<file path="src/rtl/pipeline_run_ctrl.sv">
// pipeline_run_ctrl: sequences CPU reset on start, counts RUN cycles, detects halt/timeout
// Ports:
//   clk_i          system clock, all state on rising edge
//   rst_ni         asynchronous active-low reset of this block
//   start_i        single-cycle run request (honoured in IDLE/HALT/TIMEOUT)
//   pc_i           current fetch PC from CPU
//   inst_i         current fetched instruction from CPU
//   cpu_rst_o      active-high CPU reset, registered
//   running_o      high while in RUN
//   done_o         high in HALT or TIMEOUT
//   halted_o       run ended by halt detection
//   timeout_o      run ended by watchdog
//   cycle_count_o  RUN cycles elapsed in current/last run
//   final_pc_o     pc sampled on the cycle the run ended
`timescale 1ns/1ps
module pipeline_run_ctrl #(
    parameter int                   ADDR_LEN    = 32,
    parameter int                   INSTR_LEN   = 32,
    parameter int                   RST_CYCLES  = 1,
    parameter int                   MAX_CYCLES  = 50,
    parameter int                   HALT_REPEAT = 3,
    parameter int                   HALT_MODE   = 3,
    parameter logic [INSTR_LEN-1:0] HALT_INST   = 'h0000000C,
    parameter int                   CNT_W       = 16
) (
    input  logic                 clk_i,
    input  logic                 rst_ni,
    input  logic                 start_i,
    input  logic [ADDR_LEN-1:0]  pc_i,
    input  logic [INSTR_LEN-1:0] inst_i,
    output logic                 cpu_rst_o,
    output logic                 running_o,
    output logic                 done_o,
    output logic                 halted_o,
    output logic                 timeout_o,
    output logic [CNT_W-1:0]     cycle_count_o,
    output logic [ADDR_LEN-1:0]  final_pc_o
);
    localparam int RW = $clog2(RST_CYCLES + 1);
    // stall counter only needs to reach HALT_REPEAT-2 before the firing sample
    localparam int SW = (HALT_REPEAT > 2) ? $clog2(HALT_REPEAT - 1) : 1;
    localparam logic [RW-1:0]    RST_LAST  = RW'(RST_CYCLES - 1);
    localparam logic [SW-1:0]    STALL_LIM = SW'(HALT_REPEAT - 2);
    localparam logic [CNT_W-1:0] CNT_LAST  = CNT_W'(MAX_CYCLES - 1);
    localparam bit LOOP_EN = (HALT_MODE & 1) != 0;
    localparam bit INST_EN = (HALT_MODE & 2) != 0;

    typedef enum logic [2:0] {IDLE, RESET, RUN, HALT, TIMEOUT} state_e;

    state_e              state_q;
    logic [RW-1:0]       rst_cnt_q;
    logic [SW-1:0]       stall_q;
    logic [ADDR_LEN-1:0] pc_q;
    logic                pc_valid_q;
    logic                cpu_rst_q, running_q, done_q, halted_q, timeout_q;
    logic [CNT_W-1:0]    cycle_count_q;
    logic [ADDR_LEN-1:0] final_pc_q;
    logic                same_pc, loop_hit, inst_hit, halt_hit;

    always_comb begin
        same_pc  = pc_valid_q && (pc_i == pc_q);
        // the current sample is the HALT_REPEAT-th identical one
        loop_hit = LOOP_EN && same_pc && (stall_q == STALL_LIM);
        inst_hit = INST_EN && (inst_i == HALT_INST);
        halt_hit = loop_hit || inst_hit;
    end

    always_ff @(posedge clk_i or negedge rst_ni) begin
        if (!rst_ni) begin
            state_q       <= IDLE;
            rst_cnt_q     <= '0;
            stall_q       <= '0;
            pc_q          <= '0;
            pc_valid_q    <= 1'b0;
            cpu_rst_q     <= 1'b1;
            running_q     <= 1'b0;
            done_q        <= 1'b0;
            halted_q      <= 1'b0;
            timeout_q     <= 1'b0;
            cycle_count_q <= '0;
            final_pc_q    <= '0;
        end else begin
            case (state_q)
                IDLE, HALT, TIMEOUT: begin
                    if (start_i) begin
                        state_q       <= RESET;
                        rst_cnt_q     <= '0;
                        stall_q       <= '0;
                        pc_valid_q    <= 1'b0;
                        cycle_count_q <= '0;
                        done_q        <= 1'b0;
                        halted_q      <= 1'b0;
                        timeout_q     <= 1'b0;
                    end
                end
                RESET: begin
                    rst_cnt_q <= rst_cnt_q + RW'(1);
                    if (rst_cnt_q == RST_LAST) begin
                        state_q   <= RUN;
                        cpu_rst_q <= 1'b0;
                        running_q <= 1'b1;
                    end
                end
                RUN: begin
                    cycle_count_q <= cycle_count_q + CNT_W'(1);
                    pc_q          <= pc_i;
                    pc_valid_q    <= 1'b1;
                    stall_q       <= !same_pc ? '0 : (stall_q == STALL_LIM) ? stall_q : stall_q + SW'(1);
                    if (halt_hit || cycle_count_q == CNT_LAST) begin
                        state_q    <= halt_hit ? HALT : TIMEOUT;
                        halted_q   <= halt_hit;
                        timeout_q  <= !halt_hit;
                        done_q     <= 1'b1;
                        running_q  <= 1'b0;
                        cpu_rst_q  <= 1'b1;
                        final_pc_q <= pc_i;
                    end
                end
                default: state_q <= IDLE;
            endcase
        end
    end

    assign cpu_rst_o     = cpu_rst_q;
    assign running_o     = running_q;
    assign done_o        = done_q;
    assign halted_o      = halted_q;
    assign timeout_o     = timeout_q;
    assign cycle_count_o = cycle_count_q;
    assign final_pc_o    = final_pc_q;
endmodule

</file>
<file path="config.mk">
export PLATFORM = sky130hd
export DESIGN_NAME = pipeline_run_ctrl
export DESIGN_NICKNAME = d
export VERILOG_FILES = /design/src/rtl/pipeline_run_ctrl.sv
export SDC_FILE = /design/constraint.sdc
export NUM_CORES = 1
export LEC_CHECK = 0
export BUFFER_PORTS_ARGS = -buffer_cell sky130_fd_sc_hd__clkbuf_2
export CORE_MARGIN = 4
export CORE_UTILIZATION = 47
export DETAILED_ROUTE_END_ITERATION = 16
export PLACE_DENSITY = 0.87
export SETUP_SLACK_MARGIN = 0.3
export SLEW_MARGIN = 20
export SYNTH_ARGS = -nofsm -noshare
export SYNTH_HDL_FRONTEND = slang
export SYNTH_SLANG_ARGS = --single-unit
</file>
<file path="constraint.sdc">
create_clock -name clk_i -period 2.2 [get_ports clk_i]
set_input_delay 0.22 -clock clk_i [delete_from_list [all_inputs] [get_ports clk_i]]
set_output_delay 0.22 -clock clk_i [all_outputs]
set_load 0.02 [all_outputs]
</file>
# Word level (Yosys, flattened, before mapping)
# Cells that the tools add are included.
# totals
reg_bits,91
output_inout_bits,53
elab_cells,65
# op_classes
n_addsub,3
eq_ne,10
mux,24
n_reduce_logical,16
# ops
operator,count
== test 32 bit,1
== test 32 x 4 -> 1 bit (second input constant),1
case mux 16 bit (2 select lines),1
adder 16 x 1 -> 16 bit (second input constant),1
== test 16 x 6 -> 1 bit (second input constant),1
2-to-1 mux 16 bit,1
case mux 1 bit (2 select lines),8
2-to-1 mux 3 bit,4
2-to-1 mux 1 bit,9
case mux 3 bit (3 select lines),1
AND reduction 3 bit,3
== test 3 x 2 -> 1 bit (second input constant),2
inequality test 2 bit (second input constant),3
AND reduction 2 bit,3
nonzero test 2 bit,3
== test 3 x 1 -> 1 bit (second input constant),1
== test 3 bit (second input constant),1
zero test 3 bit,1
OR reduction 3 bit,1
adder 1 bit (second input constant),2
logical AND 1 bit,2
logical OR 1 bit,2
zero test 1 bit,1

# Depth between registers and ports, before layout
# depth
depth_word,7
depth_mapped,9

# Worst setup path after synthesis
# OpenSTA, ideal clock, no wires.
# synth_timing
path_type,reg2reg
startpoint,"register cycle_count_q[9], in the netlist cycle_count_o[9]"
endpoint,"register final_pc_q[0], in the netlist final_pc_o[0]"
setup_ns,0.125
arrival_ns,2.245
required_time_ns,2.075
path_slack_ns,-0.170
path_stages_with_launch,9
path_buffers,2
cell_sequence,dfrtp_1 -> or4_1 -> nor4b_1 -> and3_2 -> o21a_1 -> a41o_1 -> buf_6 -> buf_8 -> mux2_2
# synth_via
elab_chain_len,3
# synth_lines
element,line,source
from (decl),56,logic [CNT_W-1:0] cycle_count_q;
from (signal assigned),105,cycle_count_q <= cycle_count_q + CNT_W'(1);
== test 16 x 6 -> 1 bit,109,if (halt_hit || cycle_count_q == CNT_LAST) begin
logical OR 1 bit,109,
AND reduction 2 bit (no source line),n/a,
to (signal assigned),116,final_pc_q <= pc_i;
to (decl),57,logic [ADDR_LEN-1:0] final_pc_q;
# No other way between the ends.
# A chain may end at the register's enable or synchronous reset.

# Worst setup path in the final report
# layout_timing
startpoint,"register cycle_count_q[9], in the netlist cycle_count_o[9]"
endpoint,"register final_pc_q[18], in the netlist final_pc_o[18]"
# The elaborated chain is that of the path after synthesis.

==> summary.md <==
| Metric | Value |
|---|---|
| Setup slack after layout | `-0.1087 ns` |
| Slew Limit Fails | `0` |
| Syn_nets | `a little under 500` |
| Dpl cells | `roughly 640` |
| Fill cell count | `approximately 690` |
| F_max | `433.1 MHz` |
| Cells after synthesis | `a little over 400` |
| Area share of the largest cell type after synthesis | `0.5318` |
| Leading area contributor after synthesis | `dfrtp_1` |
| Yosys cell types | `44` |
| I/O Pins | `120` |
| Inserted Diodes | `0` |
| Fin nets | `approximately 620` |
| Area of the multi-input gates | `just under 2000 µm²` |
| Endpoints failing setup | `32` |
| FF-to-FF path depth | `7` |
| Clock transition at path regs | `0.09 ns` |
| Reg2reg start | `cycle_count_o[9]` |
| Max clock buf depth | `2` |
| Clock Skew | `~0.014 ns` |
| Worst VDD drop | `between 0.5 and 0.6 mV` |
| Post-synthesis sequential area ratio | `0.5380` |
| Syn. warnings | `0` |
| Pwr Total | `5166 µW` |
| Most common cell after layout, fill and taps aside | `clkbuf_2` |
| Startpoint types | `register` |
| Leakage | `~0.0029 µW` |
| DR pass1 iterations | `4` |
| Status | `finished with violations` |
| Syn Area/Cell | `10.23 µm²` |
| DR vias | `3620` |
| R2R setup slack | `-0.11 ns` |
| Fin crit share | `1.049` |
| Slowest-stage cell, CP | `or4_4` |
| Row count | `34` |
| CTS root buffer | `clkbuf_8` |
| Overall Global Routing Usage | `0.2101` |
| Crit-path max FO | `12` |
| GP Congestion | `roughly 0.84` |
| H-tree Lvls | `3` |
| Worst Path Arrival | `between 2 and 3 ns` |
| First-pass GRT wire length | `approximately 17 mm` |
| Post-DRT Antenna Nets | `0` |
| Most frequent cells in the layout | `118 x clkbuf_2, 105 x nand2_1, 89 x dfrtp_1, 22 x o21ai_0, 21 x mux2_4` |
| Die height | `around 100 µm` |
| Area delta synth->final | `28.69%` |
| Routed WL | `10.87 mm` |
| Largest stage delay, worst path | `0.54 ns` |
| Core area | `between 8000 and 9000 µm²` |
| Crit path time final | `roughly 2.3 ns` |
| Post-Syn Area | `~4200 µm²` |
| Hold WC Path Type | `input port to register` |
| Pin count of the biggest net entering global routing | `50` |
| Worst skew pair latency | `about 0.37 ns` |
| # Max-Cap Violations | `0` |
| Register area | `roughly 2300 µm²` |
| Worst r2r dst | `final_pc_o[18]` |
| Crit path depth | `7` |
| Die X-Extent | `approximately 100 µm` |
| Final Hold Violating Endpoints | `0` |
| Finished Layout Cells | `between 600 and 700` |
| CP Data Required Time | `2.45 ns` |
| Number of synthesized register bits | `91` |
| DRT iter0 DRCs | `roughly 180` |
| Sum of buffers and inverters on the critical path | `1` |
| Hpwl dp | `between 7 and 8 mm` |
| Number of CTS-inserted buffers | `9` |
| Routed WL per cell | `approximately 16 µm` |
| Via density | `roughly 5.5` |
| Delay-heaviest family, CP | `simple AND/OR/NAND/NOR gates` |
| Die area | `roughly 11000 µm²` |
| Violated checks | `negative setup slack` |
| Final setup TNS | `-2.616 ns` |
| Crit path capture type | `register` |
| PwrDens | `~950 nW/µm²` |
| Vias in the first global route | `roughly 3700` |
| CTS tree | `done` |
| Area contributors post-synth | `dfrtp_1 53%, nand2_1 9.3%, mux2_2 7.7%` |
| Share of layout cells above drive strength 1 | `0.3705` |
| Worst-margin pin slew | `about 0.63 ns` |
| RSZ-0062 raised after global routing | `yes` |
| CP Launch Point | `cycle_count_o[9]` |
| Initial core utilization | `0.4833` |
| Gr ovfl total | `0` |
| IO Port Bufs | `between 100 and 150` |
| CTS Sinks | `91` |
| Critical-path cell list | `or4_4 -> nor4b_2 -> and3_4 -> o21a_1 -> a41o_4 -> buf_12 -> mux2_2` |
| Initial antenna violation count | `0` |
| Crit Path Class | `register to register` |
| Critical Path Sink | `final_pc_o[18]` |
| Relative slew slack | `0.5810` |
| Residual DRC | `0` |
[flip-flops by register name (all words and copies together) (netlist names)]
name / cells
cycle_count_o: 16
cpu_rst_o: 1
final_pc_o: 32
stall_q: 1
done_o: 1
state_q: 3
running_o: 1
halted_o: 1
pc_valid_q: 1
pc_q: 32
rst_cnt_q: 1
timeout_o: 1
[worst reg2reg max path: stages (launching register included)]
cell,delay (ns)
dfrtp_2,0.41
or4_4,0.54
nor4b_2,0.22
and3_4,0.22
o21a_1,0.13
a41o_4,0.17
buf_12,0.16
mux2_2,0.34
[stage by stage]
step	cell area [µm²]	hold slack, ns	utilization	setup WS (ns)
after floorplan	4240	-0.07559	-	-0.1386
after global placement	5030	0.2710	0.5740	-0.1386
after detailed placement	5030	0.2850	0.5740	-0.1801
after CTS	5360	0.07736	0.6117	-0.09070
after global routing	5450	0.08773	0.6219	-0.1784
final	5450	0.08753	0.6219	-0.1087
[cell families (layout without fill, tap and decap cells)]
group                      count (synthesis)  after routing  synth area share
AOI/OAI and AO/OA                         54             54           0.07947
and+or+nand+nor                          176            176            0.1923
buffers and inverters                     32            174           0.04165
DFF                                       91             91            0.5380
muxes                                     37             37           0.09690
adders and majority gates                  3              3          0.008271
xor gates and xnor gates                  21             21           0.04343
[worst min path at each step]
stage | end | from | depth (start not counted) | slack [ns]
CTS | pc_q[5] | pc_i[5] | 3 | 0.08
global placement | cycle_count_o[10] | rst_ni | 1 | 0.27
finish | pc_q[5] | pc_i[5] | 3 | 0.09
global route | pc_q[17] | pc_i[17] | 3 | 0.09
floorplan | cycle_count_o[0] | rst_ni | 0 | -0.08
detailed placement | cycle_count_o[14] | rst_ni | 1 | 0.28
[Yosys cell counts]
library cell	number
a31o_2	1
nand3_1	15
nor4b_1	1
buf_6	3
ha_1	2
mux2i_1	5
a2bb2oi_1	1
o21ai_0	24
nor3_1	5
clkbuf_1	10
dfstp_2	1
maj3_1	1
o22ai_1	1
nand2_1	105
a21oi_1	6
nand2b_1	6
dfrtp_1	90
mux2_1	3
and3_1	3
nor4_1	14
o2111a_1	1
xor2_1	19
nor2b_1	7
o21ai_1	1
xnor2_1	2
a21o_1	2
nor2_1	9
a31oi_1	5
buf_8	3
a222oi_1	1
o31ai_1	2
and3_2	1
or4_1	2
o2111ai_1	2
a2111oi_0	2
inv_1	16
nor4_4	1
or3b_1	1
o211ai_1	2
o21a_1	2
mux2_2	29
and2_1	1
a41o_1	1
nand4_1	5
[per-layer routing]
| metal | track usage | vias to the layer above | part of all wire |
|---|---|---|---|
| li1 | - | 1699 | - |
| met1 | 0.2589 | 1759 | 0.39 |
| met2 | 0.3621 | 138 | 0.52 |
| met3 | 0.06428 | 24 | 0.071 |
| met4 | 0.05080 | 0 | 0.018 |
| met5 | 0 | - | 0 |
[area by class of cell]
| class | count | share of cell area |
|---|---|---|
| Tap cell | 108 | 0.02479 |
| Clock buffer | 9 | 0.02273 |
| Inverter | 16 | 0.01102 |
| Sequential cell | 91 | 0.4183 |
| Timing Repair Buffer | 143 | 0.1545 |
| Clock inverter | 6 | 0.01309 |
| Multi-Input combinational cell | 291 | 0.3556 |
[timing repair]
action | 4_1_cts | 5_1_grt
gates resized for setup | 22 | 22
hold buffers | 1 | 0
endpoints found under the setup margin | 41 | 45
gates cloned | 1 | 0
setup buffers | 3 | 0
hold endpoints to repair | 47 | 0
pin swaps | 1 | 0
[report_power, final]
| group | total [µW] | switching [µW] | internal, µW |
|---|---|---|---|
| registers | 2280 | 247 | 2040 |
| logic | 1740 | 1080 | 669 |
| clock network | 1140 | 607 | 531 |
| total | 5170 | 1930 | 3240 |
No activity file was read; power rests on OpenSTA's default activity.
